<file path="src/rtl/adsr_voice_sched_if.sv">
// Bus between the voice scheduler and the shared combinational ADSR engine.
//   eng_state/eng_volume/eng_note_pressed/eng_note_released : engine inputs (scheduler drives)
//   eng_o_*                                                  : engine outputs (engine drives)
// Modports: master = scheduler side, slave = engine side.
interface adsr_voice_sched_if #(
    parameter int unsigned VOL_W = 18
);
    logic [2:0]       eng_state;
    logic [VOL_W-1:0] eng_volume;
    logic             eng_note_pressed;
    logic             eng_note_released;
    logic [2:0]       eng_o_state;
    logic [VOL_W-1:0] eng_o_volume;
    logic             eng_o_note_pressed;
    logic             eng_o_note_released;

    modport master (
        output eng_state, eng_volume, eng_note_pressed, eng_note_released,
        input  eng_o_state, eng_o_volume, eng_o_note_pressed, eng_o_note_released
    );

    modport slave (
        input  eng_state, eng_volume, eng_note_pressed, eng_note_released,
        output eng_o_state, eng_o_volume, eng_o_note_pressed, eng_o_note_released
    );
endinterface

</file>
<file path="src/rtl/adsr_voice_sched.sv">
// Polyphonic ADSR scheduler: time-multiplexes one combinational envelope engine across
// NB_VOICE voices. Per-voice context (state, volume, pressed/released) lives here; note
// events are latched as pending bits and folded into the next sweep of that voice.
// Ports:
//   clk, rst_n              : clock, asynchronous active-low reset
//   note_on_*/note_off_*    : one-cycle note event strobes with target voice
//   eng                     : engine bus (registered engine inputs, combinational outputs)
//   sweep_start             : one-cycle pulse when a sweep is launched
//   vol_valid/voice/out     : per-voice updated volume, one strobe per voice per sweep
//   tick_overrun            : sticky flag, a tick expired while a sweep was running
module adsr_voice_sched #(
    parameter int unsigned NB_VOICE = 16,
    parameter int unsigned VOICE_W  = 4,
    parameter int unsigned VOL_W    = 18,
    parameter int unsigned TICK_DIV = 1024
) (
    input  logic                      clk,
    input  logic                      rst_n,
    input  logic                      note_on_valid,
    input  logic [VOICE_W-1:0]        note_on_voice,
    input  logic                      note_off_valid,
    input  logic [VOICE_W-1:0]        note_off_voice,
    adsr_voice_sched_if.master        eng,
    output logic                      sweep_start,
    output logic                      vol_valid,
    output logic [VOICE_W-1:0]        vol_voice,
    output logic [VOL_W-1:0]          vol_out,
    output logic                      tick_overrun
);

    localparam int unsigned CNT_W = (TICK_DIV > 1) ? $clog2(TICK_DIV) : 1;
    localparam logic [CNT_W-1:0] TickReload = CNT_W'(TICK_DIV - 1);
    localparam logic [VOICE_W-1:0] LastVoice = VOICE_W'(NB_VOICE - 1);

    typedef enum logic [1:0] {StIdle, StLoad, StStore} state_e;

    state_e               state_q, state_d;
    logic [VOICE_W-1:0]   vidx_q, vidx_d;
    logic [CNT_W-1:0]     tick_cnt_q;
    logic                 tick;
    logic                 overrun_q;
    logic                 load_en, store_en;

    logic [NB_VOICE-1:0]  pend_press_q, pend_press_d;
    logic [NB_VOICE-1:0]  pend_rel_q, pend_rel_d;

    logic [2:0]           ctx_state_q [NB_VOICE];
    logic [VOL_W-1:0]     ctx_vol_q   [NB_VOICE];
    logic [NB_VOICE-1:0]  ctx_press_q;
    logic [NB_VOICE-1:0]  ctx_rel_q;

    logic [2:0]           eng_state_q;
    logic [VOL_W-1:0]     eng_volume_q;
    logic                 eng_press_q, eng_rel_q;

    logic                 vol_valid_q;
    logic [VOICE_W-1:0]   vol_voice_q;
    logic [VOL_W-1:0]     vol_out_q;

    assign tick = (tick_cnt_q == '0);

    always_ff @(posedge clk or negedge rst_n) begin
        if (!rst_n) begin
            tick_cnt_q <= TickReload;
            overrun_q  <= 1'b0;
        end else begin
            tick_cnt_q <= tick ? TickReload : tick_cnt_q - 1'b1;
            // A tick that cannot launch a sweep is dropped and remembered.
            if (tick && state_q != StIdle) begin
                overrun_q <= 1'b1;
            end
        end
    end

    always_comb begin
        state_d     = state_q;
        vidx_d      = vidx_q;
        sweep_start = 1'b0;
        load_en     = 1'b0;
        store_en    = 1'b0;
        unique case (state_q)
            StIdle: begin
                if (tick) begin
                    sweep_start = 1'b1;
                    vidx_d      = '0;
                    state_d     = StLoad;
                end
            end
            StLoad: begin
                load_en = 1'b1;
                state_d = StStore;
            end
            StStore: begin
                store_en = 1'b1;
                if (vidx_q == LastVoice) begin
                    state_d = StIdle;
                end else begin
                    vidx_d  = vidx_q + 1'b1;
                    state_d = StLoad;
                end
            end
            default: state_d = StIdle;
        endcase
    end

    // Consumption clears the loaded voice first; a strobe landing in the same cycle then
    // re-sets its bit so the event survives to the next sweep.
    always_comb begin
        pend_press_d = pend_press_q;
        pend_rel_d   = pend_rel_q;
        if (load_en) begin
            pend_press_d[vidx_q] = 1'b0;
            pend_rel_d[vidx_q]   = 1'b0;
        end
        if (note_on_valid) begin
            pend_press_d[note_on_voice] = 1'b1;
        end
        if (note_off_valid) begin
            pend_rel_d[note_off_voice] = 1'b1;
        end
    end

    always_ff @(posedge clk or negedge rst_n) begin
        if (!rst_n) begin
            state_q      <= StIdle;
            vidx_q       <= '0;
            pend_press_q <= '0;
            pend_rel_q   <= '0;
        end else begin
            state_q      <= state_d;
            vidx_q       <= vidx_d;
            pend_press_q <= pend_press_d;
            pend_rel_q   <= pend_rel_d;
        end
    end

    always_ff @(posedge clk or negedge rst_n) begin
        if (!rst_n) begin
            for (int i = 0; i < NB_VOICE; i++) begin
                ctx_state_q[i] <= '0;
                ctx_vol_q[i]   <= '0;
            end
            ctx_press_q <= '0;
            ctx_rel_q   <= '0;
        end else if (store_en) begin
            ctx_state_q[vidx_q] <= eng.eng_o_state;
            ctx_vol_q[vidx_q]   <= eng.eng_o_volume;
            ctx_press_q[vidx_q] <= eng.eng_o_note_pressed;
            ctx_rel_q[vidx_q]   <= eng.eng_o_note_released;
        end
    end

    // Engine inputs are registered so the engine settles during the following STORE cycle.
    always_ff @(posedge clk or negedge rst_n) begin
        if (!rst_n) begin
            eng_state_q  <= '0;
            eng_volume_q <= '0;
            eng_press_q  <= 1'b0;
            eng_rel_q    <= 1'b0;
        end else if (load_en) begin
            eng_state_q  <= ctx_state_q[vidx_q];
            eng_volume_q <= ctx_vol_q[vidx_q];
            eng_press_q  <= ctx_press_q[vidx_q] | pend_press_q[vidx_q];
            eng_rel_q    <= ctx_rel_q[vidx_q] | pend_rel_q[vidx_q];
        end
    end

    always_ff @(posedge clk or negedge rst_n) begin
        if (!rst_n) begin
            vol_valid_q <= 1'b0;
            vol_voice_q <= '0;
            vol_out_q   <= '0;
        end else begin
            vol_valid_q <= store_en;
            if (store_en) begin
                vol_voice_q <= vidx_q;
                vol_out_q   <= eng.eng_o_volume;
            end
        end
    end

    assign eng.eng_state         = eng_state_q;
    assign eng.eng_volume        = eng_volume_q;
    assign eng.eng_note_pressed  = eng_press_q;
    assign eng.eng_note_released = eng_rel_q;

    assign vol_valid    = vol_valid_q;
    assign vol_voice    = vol_voice_q;
    assign vol_out      = vol_out_q;
    assign tick_overrun = overrun_q;

endmodule

</file>
<file path="src/flat_wrapper.sv">
// flat-port wrapper written by rule: the top's interface ports become plain ports
module adsr_voice_sched_flat 
#(
    parameter int unsigned NB_VOICE = 16,
    parameter int unsigned VOICE_W  = 4,
    parameter int unsigned VOL_W    = 18,
    parameter int unsigned TICK_DIV = 1024
)
  (clk, rst_n, note_on_valid, note_on_voice, note_off_valid, note_off_voice, sweep_start, vol_valid, vol_voice, vol_out, tick_overrun, eng_eng_state, eng_eng_volume, eng_eng_note_pressed, eng_eng_note_released, eng_eng_o_state, eng_eng_o_volume, eng_eng_o_note_pressed, eng_eng_o_note_released);
  adsr_voice_sched_if #(.VOL_W(VOL_W)) eng_i ();
  input  logic clk;
  input  logic rst_n;
  input  logic note_on_valid;
  input  logic [VOICE_W-1:0] note_on_voice;
  input  logic note_off_valid;
  input  logic [VOICE_W-1:0] note_off_voice;
  output logic sweep_start;
  output logic vol_valid;
  output logic [VOICE_W-1:0] vol_voice;
  output logic [VOL_W-1:0] vol_out;
  output logic tick_overrun;
  output wire logic [$bits(eng_i.eng_state)-1:0] eng_eng_state;
  output wire logic [$bits(eng_i.eng_volume)-1:0] eng_eng_volume;
  output wire logic [$bits(eng_i.eng_note_pressed)-1:0] eng_eng_note_pressed;
  output wire logic [$bits(eng_i.eng_note_released)-1:0] eng_eng_note_released;
  input wire logic [$bits(eng_i.eng_o_state)-1:0] eng_eng_o_state;
  input wire logic [$bits(eng_i.eng_o_volume)-1:0] eng_eng_o_volume;
  input wire logic [$bits(eng_i.eng_o_note_pressed)-1:0] eng_eng_o_note_pressed;
  input wire logic [$bits(eng_i.eng_o_note_released)-1:0] eng_eng_o_note_released;
  assign eng_eng_state = eng_i.eng_state;
  assign eng_eng_volume = eng_i.eng_volume;
  assign eng_eng_note_pressed = eng_i.eng_note_pressed;
  assign eng_eng_note_released = eng_i.eng_note_released;
  assign eng_i.eng_o_state = eng_eng_o_state;
  assign eng_i.eng_o_volume = eng_eng_o_volume;
  assign eng_i.eng_o_note_pressed = eng_eng_o_note_pressed;
  assign eng_i.eng_o_note_released = eng_eng_o_note_released;
  adsr_voice_sched #(.NB_VOICE(NB_VOICE), .VOICE_W(VOICE_W), .VOL_W(VOL_W), .TICK_DIV(TICK_DIV)) u_core (.clk(clk), .rst_n(rst_n), .note_on_valid(note_on_valid), .note_on_voice(note_on_voice), .note_off_valid(note_off_valid), .note_off_voice(note_off_voice), .eng(eng_i), .sweep_start(sweep_start), .vol_valid(vol_valid), .vol_voice(vol_voice), .vol_out(vol_out), .tick_overrun(tick_overrun));
endmodule
</file>
<file path="config.mk">
export PLATFORM = sky130hd
export DESIGN_NAME = adsr_voice_sched_flat
export DESIGN_NICKNAME = d
export VERILOG_FILES = /design/src/rtl/adsr_voice_sched_if.sv /design/src/rtl/adsr_voice_sched.sv /design/src/flat_wrapper.sv
export SDC_FILE = /design/constraint.sdc
export NUM_CORES = 1
export LEC_CHECK = 0
export CAP_MARGIN = 20
export CORE_MARGIN = 5
export CORE_UTILIZATION = 35
export DETAILED_ROUTE_END_ITERATION = 10
export DONT_BUFFER_PORTS = 1
export MAX_ROUTING_LAYER = met4
export PLACE_DENSITY = 0.6
export SLEW_MARGIN = 0
export SYNTH_ARGS = -nofsm -noshare
export SYNTH_HDL_FRONTEND = slang
export SYNTH_SLANG_ARGS = --single-unit
</file>
<file path="constraint.sdc">
create_clock -name clk -period 6.1 [get_ports clk]
set_input_delay 1.22 -clock clk [delete_from_list [all_inputs] [get_ports clk]]
set_output_delay 1.22 -clock clk [all_outputs]
set_load 0.05 [all_outputs]
</file>
---- Word-level counts from Yosys, hierarchy flattened ----
Index checks and enable logic that the tools add are counted.
Widths: inputs -> output; s select.
operators by class
  bitwise operators ....................... 8
  muxes and demuxes ....................... 43
  eq/ne operators ......................... 5
  reductions and logical operators ........ 10
  order comparisons ....................... 8
  add/subtract/negate cells ............... 2
operator list
  cell                   count
  $bwmux 288             1
  $bmux 18 s4            1
  $demux 18 s4           1
  $mux 16                4
  $mux 18                3
  $bwmux 48              1
  $and 16x16->16         2
  $bwmux 16              2
  $or 16x16->16          2
  $bmux 1 s4             4
  $not 16->16            1
  $lt 4x5->1 const B     3
  $bmux 3 s4             1
  $demux 1 s4            3
  $demux 3 s4            1
  $ge 4x1->1 const B     3
  $mux 1                 12
  $logic_not 10->1       1
  $mux 10                1
  $sub 10x1->10 const B  1
  $mux 3                 3
  $mux 4                 2
  $pmux 4 s2             1
  $pmux 2 s3             1
  15 further kinds       21
storage, ports and cells
  output and inout bits ................... 48
  bits of input ports ..................... 35
  flip-flop bits (word level) ............. 463

---- Logic depth before layout (Yosys ltp) ----
Gate-level depths: netlist of the first run.
  depth in word-level cells ............... 9
  gate-level depth with buffers ........... 9
  mapped depth without buffers ............ 7

---- Worst setup path after synthesis of the first run ----
Ideal clock, no wire load.
  kind .................................... flip-flop to output port
  start ................................... register u_core.tick_cnt_q[0]
  end ..................................... output sweep_start
  path slack .............................. 2485 ps
  path buffers ............................ 1
  arrival ................................. 2395 ps
  stages on the path, launching flop included .. 7
  cells stage by stage .................... dfstp_2 -> inv_1 -> ha_1 -> nand4bb_2 -> or4_4 -> buf_6 -> nor3_1
between the ends
  cells in the longest elaborated chain, start to end .. 3
ends and longest elaborated chain
  item                    RTL line                RTL
  start, declared         adsr_voice_sched.sv:39  logic [CNT_W-1:0] tick_cnt_q;
  start signal, assigned  adsr_voice_sched.sv:64  tick_cnt_q <= TickReload;
  start signal, assigned  adsr_voice_sched.sv:67  tick_cnt_q <= tick ? TickReload : tick_cnt_q - 1'b1;
  $logic_not 10->1        adsr_voice_sched.sv:60  assign tick = (tick_cnt_q == '0);
  $mux 1                  adsr_voice_sched.sv:83  if (tick) begin
  $mux 1                  adsr_voice_sched.sv:81  unique case (state_q)
  end, declared           flat_wrapper.sv:17      output logic sweep_start;
Every way passes these cells.

---- Worst setup path after layout of the first run ----
Ends and elaborated chain as after synthesis.

==> results of run 1 <==
[worst max-delay path, stage by stage (launching register included)]
cell       delay, ns
dfstp_2         0.38
inv_1           0.07
ha_1            0.24
nand4bb_2       0.18
or4_4           0.53
nor3_2          0.70
[worst paths after layout]
kind / endpoint / slack [ns] / cells past startpoint
max in group asynchronous: u_core.ctx_vol_q[4] / 4.97 / 0
min: u_core.ctx_rel_q[1] / 0.39 / 0
min in group clk: u_core.tick_cnt_q[0] / 0.46 / 1
max: sweep_start / 2.22 / 5
min reg2reg: u_core.tick_cnt_q[0] / 0.46 / 1
max reg2reg: u_core.eng.eng_volume[0] / 2.66 / 6
[cell families (layout without fill, tap and decap cells)]
kind of cell             count (synthesis)  in the layout  synth area share, %
AO/OA/AOI/OAI                           91             91                3.304
buffers and inverters                  121            119                2.533
AND/OR/NAND/NOR                        297            297                6.327
XOR/XNOR                                 6              6               0.2570
multiplexers                           473            473                30.55
adder cells (fa/ha/maj)                  5              5               0.3060
flip-flops                             463            463                56.72
[cell usage after synthesis (11+ instances only)]
cell type    n  area (µm²)
dfrtp_1    453       11340
mux2i_1     21       210.2
nor2_1      37       138.9
nand3_1     17       85.08
buf_2       45       225.2
nor3_1      42       210.2
o31ai_1     11       82.58
mux2_1      31       349.1
mux4_2      84        1892
mux2_2     337        3795
a221o_1     21       210.2
o21ai_0     30       150.1
clkbuf_1    53       198.9
nand2_1    172       645.6
[flip-flops by register name (all words and copies together) (netlist names)]
| name | cells |
|---|---|
| u_core.vidx_q | 4 |
| u_core.eng.eng_volume | 18 |
| u_core.pend_press_q | 16 |
| u_core.eng.eng_note_pressed | 1 |
| u_core.vol_valid | 1 |
| u_core.ctx_rel_q | 16 |
| u_core.ctx_press_q | 16 |
| u_core.vol_voice | 4 |
| u_core.tick_cnt_q | 10 |
| u_core.ctx_vol_q | 288 |
| u_core.ctx_state_q | 48 |
| u_core.pend_rel_q | 16 |
| u_core.state_q | 2 |
| u_core.vol_out | 18 |
| u_core.tick_overrun | 1 |
| u_core.eng.eng_state | 3 |
| u_core.eng.eng_note_released | 1 |
[layout make-up]
type,count,area (µm²)
inverters,13,48.80
well taps,765,957.2
repair buffers,20,287.8
flip-flops and latches,463,11610
clock inverters,20,210.2
fillers,5354,34890
clock buffers,66,1348
multi-input cells,872,8456
[through the flow]
step / instance area [µm²] / total power, mW / setup slack, ns / hold WS, ns
after floorplan: 20450 / 3.598 / 2.485 / 0.4284
after global placement: 21160 / 3.629 / 2.575 / 0.4358
after detailed placement: 21250 / 3.644 / 2.521 / 0.4489
after CTS: 22810 / 6.586 / 2.169 / 0.3483
after global routing: 22910 / 6.754 / 2.109 / 0.3578
final: 22910 / 6.507 / 2.223 / 0.3855
[report_power, final]
group          internal (mW)  switching, mW
logic                  0.161         0.0715
clock network           1.71           1.21
registers               3.24          0.116
[metal layers]
layer | up-vias | wire, µm
met5 | - | 0
met4 | 0 | 1039
met3 | 76 | 3033
met2 | 299 | 25440
met1 | 6589 | 24460
li1 | 5194 | -
==> impl_metrics.yaml, run 1 <==
cts:
  clk_latency_ns: 0.56
  cts_tree: "yes"
  clock-sinks: 463
  clockBufferDepth: 3
  path_clk_slew_ns: 0.06
  post_cts_buffers: 0
  cts_made_buffers: 47
  cts_resized: 0
  h-tree-depth: 2
  clock-root-buffer: "clkbuf_16"
  holdBufCountCts: 0
global_route:
  antenna_found_initial: 0
  top_usage_layer: "met2"
  grt_pass1_vias: 12710
  grt.met1_usage_pct: 24.17
  grt_start_max_net_pins: 464
  grtUsageMet2_pct: 27.10
  grt_pass1_wl_mm: 82.92
  grtUsageMet3_pct: 3.226
  grt.total_usage_pct: 17.48
  grt_overflow: 0
sta:
  relSlewSlack_pct: 23.15
  rsz0062_at_grt: "no"
  final_max_slew_viol_count: 0
  skew_ns: 0.01118
  tightest_slew_ns: 1.150
  setup_viol: 0
  finalHoldViolations: 0
  fmax_ghz: 0.2580
  min_period_ns: 3.877
  final.setup.tns_ns: 0
  finalCritPeriodShare_pct: 63.55
finish:
  drive_gt1_share_pct: 38.17
  fin_cells: 2219
  final_common_cell: "dfrtp_1"
  antenna-diode-count: 0
  mostFrequentLayoutCells: "dfrtp_1 (451), mux2_2 (337), nand2_1 (172), mux4_2 (84), clkbuf_16 (47)"
  final_util_pct: 39.64
  fin_nets: 1457
  areaGrowthSynthToFinish_pct: 12.06
setup_path:
  startpoint: "u_core.tick_cnt_q[0]"
  critical_path_class: "reg2out"
  cp_data_required_time_ns: 4.88
  critPathCaptureType: "primary output"
  arrival_ns: 2.66
  r2r-start: "u_core.vidx_q[0]"
  cp-start-kind: "flop"
  path_max_fanout: 9
floorplan:
  die_h_um: 251.7
  placementRows: 88
  io_pins: 83
  dieWidth_um: 251.7
  start_util_pct: 35.37
  dieArea_mm2: 0.06335
  core_area_mm2: 0.05781
power_and_ir_drop:
  powerDensity_mw_per_mm2: 284.0
  leakagePower_nw: 9.298
  ir_drop_v: 0.0002428
drt:
  drt_iter0_markers: 784
  detail-route-antenna-nets: 0
  drt-pass1-iter-count: 4
  wire_per_inst_um: 24.33
  route.detailed.drc: 0
  vias_per_cell: 5.479
  routed_wl_mm: 53.98
  vias: 12160
synthesis:
  yosysUniqueCellTypes: 54
  synthesis.area_mm2: 0.02045
  syn_inst: 1456
  ys_seq_area_share_pct: 56.73
  synth_edf_count: 0
  synthFlopType: "dfrtp_1"
  syn_nets: 1496
  async_flop_share_pct: 100.0
  synth.avg_cell_area_um2: 14.04
  yosys_warnings: 0
  synth-seq-cells: 463
place:
  portBuffers: 0
  dp.cells: 2129
  place_congestion: 0.8790
  dpl.hpwl_mm: 32.05
hold_path:
  hold_class: "in2async"
outcome:
  status: "complete, no violations"
job:
  maxCapViolCount: 0
No activity file was read; power rests on OpenSTA's default activity.
==> run 2, diff against run 1 <==
--- a/config.mk
+++ b/config.mk
@@ -11,7 +11,7 @@
 export DETAILED_ROUTE_END_ITERATION = 10
 export DONT_BUFFER_PORTS = 1
 export MAX_ROUTING_LAYER = met4
-export PLACE_DENSITY = 0.6
+export PLACE_DENSITY = 0.62
 export SLEW_MARGIN = 0
 export SYNTH_ARGS = -nofsm -noshare
 export SYNTH_HDL_FRONTEND = slang
==> constraint.sdc (replaced) <==
create_clock -name clk -period 3.5 [get_ports clk]
set_input_delay 0.7 -clock clk [delete_from_list [all_inputs] [get_ports clk]]
set_output_delay 0.7 -clock clk [all_outputs]
set_load 0.05 [all_outputs]
==> run 2 against run 1 <==
The run now ends with negative hold slack, max-slew violations left. Worst hold slack worse by 0.53 ns. Sequential share of layout area down 0.22 points. Global-route usage down 0.34 points. First-iteration DRC count up 16%. Wire length down 1.7%. Die area unchanged. Utilization up 0.17 points. Via count down 0.32%. Clock power up 69%. Critical path type unchanged. Highest routed layer unchanged.
==> impl_metrics.yaml, run 2 (synthesis gave the netlist of run 1 again) <==
setup_path:
  r2r-end: "u_core.ctx_vol_q[72]"
  crit_path_end: "sweep_start"
  critPathCaptureType: "primary output"
  cp-start-kind: "flop"
  cp_slowest_cell: "or4_4"
  startpoint: "u_core.tick_cnt_q[0]"
  r2r_slack_ns: 0.70
  r2r-start: "u_core.vidx_q[0]"
  rr_worst_depth: 6
  path_max_fanout: 9
  cp_data_required_time_ns: 2.80
  arrival_ns: 2.44
  crit_path_cell_trace: "inv_1 -> ha_1 -> nand4bb_2 -> or4_4 -> nor3_2 -> buf_4"
  slowest_delay_ns: 0.53
  critical_path_class: "reg2out"
drt:
  wire_per_inst_um: 23.80
  route.detailed.drc: 0
  vias: 12120
  detail-route-antenna-nets: 0
  drt_iter0_markers: 906
  vias_per_cell: 5.437
  routed_wl_mm: 53.06
  drt-pass1-iter-count: 6
cts:
  clock-sinks: 463
  post_cts_buffers: 0
  cts_made_buffers: 47
  cts_resized: 0
  clockBufferDepth: 3
  h-tree-depth: 2
  cts_tree: "yes"
  clk_latency_ns: 0.59
  clock-root-buffer: "clkbuf_16"
  path_clk_slew_ns: 0.06
sta:
  hold_ws_ns: -0.1399
  skew_ns: 0.01560
  fmax_ghz: 0.3186
  rsz0062_at_grt: "no"
  finalHoldViolations: 38
  setup_slack_ns: 0.3617
  setup_viol: 0
  min_period_ns: 3.138
  final.setup.tns_ns: 0
  relSlewSlack_pct: -31.00
  finalCritPeriodShare_pct: 89.67
  final_max_slew_viol_count: 370
  tightest_slew_ns: 1.965
floorplan:
  start_util_pct: 35.37
  core_area_mm2: 0.05781
  die_h_um: 251.7
  io_pins: 83
  dieArea_mm2: 0.06335
  dieWidth_um: 251.7
  placementRows: 88
place:
  dp_slack_ns: 0.7106
  dpl.hpwl_mm: 32.96
  placed_cell_area_mm2: 0.02151
  place_congestion: 0.8936
  portBuffers: 0
power_and_ir_drop:
  ir_drop_v: 0.0003235
  leakagePower_nw: 9.336
  powerDensity_mw_per_mm2: 487.6
finish:
  regMostFlops: "u_core.ctx_vol_q"
  mostFrequentLayoutCells: "dfrtp_1 (451), mux2_2 (337), nand2_1 (172), mux4_2 (84), clkbuf_16 (47)"
  largest_register_ffs: 288
  antenna-diode-count: 0
  final_common_cell: "dfrtp_1"
  reg.largest.list: "u_core.ctx_vol_q x288, u_core.ctx_state_q x48"
  drive_gt1_share_pct: 38.25
  areaGrowthSynthToFinish_pct: 12.55
  fin_nets: 1471
  design_area_mm2: 0.02301
global_route:
  grt.total_usage_pct: 17.15
  grt_overflow: 0
  antenna_found_initial: 0
  grt_pass1_vias: 12530
  grt_pass1_wl_mm: 81.23
  grt_start_max_net_pins: 464
outcome:
  status: "complete, but fails checks"
  violations: "negative hold slack, max-slew violations"
job:
  maxCapViolCount: 0
hold_path:
  hold_class: "in2async"
## run 2: cell types whose count changed in the layout (fill, tap and decap cells not counted), sizes merged
cell      previous run  this run
clkinv              16        10
bufinv               4         2
inv                 12        11
clkinvlp             1         0
buf                 20        34
clkbuf              66        72
## run 2: metal layers
metal | wire length, µm | vias up | part of all wire (%) | track usage, %
met5 | 0 | - | 0 | -
met3 | 3915 | 62 | 7.4 | 4.247
met4 | 873 | 0 | 1.6 | 3.930
met1 | 23520 | 6509 | 44 | 23.36
met2 | 24750 | 329 | 47 | 26.21
li1 | - | 5219 | - | -
## run 2: final cells by class
cell class	instances	area, µm²
well taps	765	957.2
multi-input cells	872	8456
clock buffers	72	1380
fillers	5314	34790
inverters	13	48.80
clock inverters	10	122.6
flip-flops and latches	463	11610
repair buffers	34	442.9
## run 2: worst max-delay path, delay by kind of cell, from the launching register on
family,cells,cell delay (ns)
buffers and inverters,2,0.32
and+or+nand+nor,3,0.93
DFF,1,0.37
adders and majority gates,1,0.24
## run 2: how the worst min path moves through the flow
| stage | startpoint | endpoint | slack [ns] | depth (start not counted) |
|---|---|---|---|---|
| 2_1_floorplan | rst_n | u_core.ctx_press_q[0] | 0.40 | 0 |
| 3_3_place_gp | u_core.tick_cnt_q[0] | u_core.tick_cnt_q[0] | 0.44 | 1 |
| 3_5_place_dp | u_core.tick_cnt_q[0] | u_core.tick_cnt_q[0] | 0.45 | 1 |
| 4_1_cts | rst_n | u_core.ctx_press_q[1] | -0.17 | 0 |
| 5_1_grt | rst_n | u_core.pend_rel_q[12] | -0.17 | 0 |
| 6_report | rst_n | u_core.pend_rel_q[12] | -0.14 | 0 |
## run 2: through the flow
step                util [%]  std cells  power (mW)
floorplan                  -       1456       6.271
global placement       37.21       2147       6.352
detailed placement     37.21       2147       6.377
CTS                    39.81       2229       11.36
global route           39.81       2229       11.66
finish                 39.81       2229       11.22
## run 2: where the power goes
group	switching, mW	internal [mW]	leakage (nW)
registers	0.224	5.65	5.39
logic	0.131	0.281	3.21
clock network	2.08	2.86	0.740
==> run 3, diff against run 2 <==
--- a/config.mk
+++ b/config.mk
@@ -6,6 +6,7 @@
 export NUM_CORES = 1
 export LEC_CHECK = 0
 export CAP_MARGIN = 20
+export CORE_ASPECT_RATIO = 1.5
 export CORE_MARGIN = 5
 export CORE_UTILIZATION = 35
 export DETAILED_ROUTE_END_ITERATION = 10
==> run 3 against run 2 <==
The run still ends with negative hold slack, max-slew violations left. Non-clock buffer count stayed put. Clock power rose by 8.7%. Critical endpoint unchanged. Sequential power about the same. Count of clock-buffer cells in the layout down 4. Highest routed layer unchanged. Combinational power about the same. Via count decreased by 0.17%. Register-to-register slack improved by 0.20 ns.
==> impl_metrics.yaml, run 3 (synthesis gave the netlist of run 1 again) <==
sta:
  finalHoldViolations: 103
  fmax_ghz: 0.3325
  relSlewSlack_pct: -21.66
  skew_ns: 0.01226
  tightest_slew_ns: 1.825
  rsz0062_at_grt: "no"
  final.setup.tns_ns: 0
  finalCritPeriodShare_pct: 85.92
  hold_ws_ns: -0.08902
  final_max_slew_viol_count: 187
  setup_viol: 0
  min_period_ns: 3.007
setup_path:
  critical_path_class: "reg2out"
  arrival_ns: 2.31
  cp_data_required_time_ns: 2.80
  critPathCaptureType: "primary output"
  path_max_fanout: 9
  cp-start-kind: "flop"
cts:
  cts_made_buffers: 46
  clockBufferDepth: 3
  clk_latency_ns: 0.56
  cts_tree: "yes"
  h-tree-depth: 2
  post_cts_buffers: 0
  path_clk_slew_ns: 0.06
  clock-sinks: 463
  cts_resized: 0
  clock-root-buffer: "clkbuf_16"
power_and_ir_drop:
  p_int_mw: 9.205
  powerDensity_mw_per_mm2: 502.1
  sw_frac_of_total_pct: 20.91
  leakagePower_nw: 9.423
  combPwrFrac_pct: 3.6
  p_switching_mw: 2.433
  p_seq_share_pct: 50.3
  ir_drop_v: 0.0003515
  clockPowerShare_pct: 46.1
floorplan:
  core_area_mm2: 0.05784
  die_h_um: 306.0
  start_util_pct: 35.35
  dieArea_mm2: 0.06345
  io_pins: 83
  placementRows: 108
  dieWidth_um: 207.4
finish:
  mostFrequentLayoutCells: "dfrtp_1 (451), mux2_2 (337), nand2_1 (172), mux4_2 (84), clkbuf_16 (47)"
  regMostFlops: "u_core.ctx_vol_q"
  final_common_cell: "dfrtp_1"
  fin_nets: 1470
  largest_register_ffs: 288
  areaGrowthSynthToFinish_pct: 13.37
  reg.largest.list: "u_core.ctx_vol_q x288, u_core.ctx_state_q x48"
  fin_cells: 2238
  fillers: 5432
  ff_latch_area_mm2: 0.01161
  multi_input_area_mm2: 0.008456
  drive_gt1_share_pct: 38.79
job:
  maxCapViolCount: 0
drt:
  routed_wl_mm: 53.03
  route.detailed.drc: 0
  drt-pass1-iter-count: 5
  detail-route-antenna-nets: 0
  vias: 12100
  wire_per_inst_um: 23.69
  drt_iter0_markers: 679
  vias_per_cell: 5.406
global_route:
  grt_pass1_wl_mm: 82.56
  grt_start_max_net_pins: 464
  grt.total_usage_pct: 17.10
  antenna_found_initial: 1
  grt_pass1_vias: 13230
  grt_overflow: 0
place:
  portBuffers: 0
  place_congestion: 0.8927
  dp.cells: 2152
  dpl.hpwl_mm: 33.60
outcome:
  violations: "negative hold slack, max-slew violations"
  status: "complete, but fails checks"
hold_path:
  hold_class: "in2async"
==> run 3: stage by stage <==
stage | area, µm² | setup WS, ns | util, % | power [mW]
6_report | 23180 | 0.4926 | 40.08 | 11.64
5_1_grt | 23180 | 0.3844 | 40.08 | 12.05
4_1_cts | 23180 | 0.4559 | 40.08 | 11.78
3_5_place_dp | 21520 | 0.8991 | 37.20 | 6.364
3_3_place_gp | 21520 | 0.9095 | 37.20 | 6.335
2_1_floorplan | 20450 | 0.4054 | - | 6.271
==> run 3: critical path, cell delays in order (launching register included) <==
cell       delay (ns)
dfstp_2          0.38
nor3_2           0.29
nand4bb_2        0.19
or4_4            0.54
nor3_2           0.13
buf_4            0.22
==> run 3: final timing paths <==
path	from	endpoint	slack, ns	cells after the start
max	u_core.tick_cnt_q[3]	sweep_start	0.49	5
min	rst_n	u_core.ctx_vol_q[216]	-0.09	0
max reg2reg	u_core.state_q[0]	u_core.ctx_vol_q[17]	0.90	7
min reg2reg	u_core.tick_cnt_q[0]	u_core.tick_cnt_q[0]	0.46	1
max in group asynchronous	rst_n	u_core.ctx_vol_q[7]	2.21	0
min in group clk	note_off_voice[3]	u_core.pend_rel_q[3]	0.24	1
==> run 3: final cells by class <==
class	instances	share of cell area [%]
flip-flops and latches	463	50.07
diodes	1	0.01080
multi-input cells	872	36.48
clock buffers	68	6.018
clock inverters	17	1.150
well taps	770	4.156
repair buffers	34	1.911
inverters	13	0.2105
==> run 3: routing by layer <==
| layer | vias up | share of wire (%) | global-route usage, % |
|---|---|---|---|
| li1 | 5222 | - | - |
| met1 | 6470 | 40 | 20.33 |
| met2 | 309 | 51 | 29.09 |
| met3 | 98 | 6.0 | 3.928 |
| met4 | 0 | 3.0 | 5.369 |
| met5 | - | 0 | - |
==> run 3: power groups by stage <==
stage | sequential (mW) | clock [mW] | combinational, mW
after floorplan | 5.88 | 0 | 0.391
after global placement | 5.93 | 0 | 0.401
after detailed placement | 5.94 | 0 | 0.420
after CTS | 5.85 | 5.51 | 0.419
after global routing | 5.88 | 5.71 | 0.462
final | 5.85 | 5.37 | 0.415
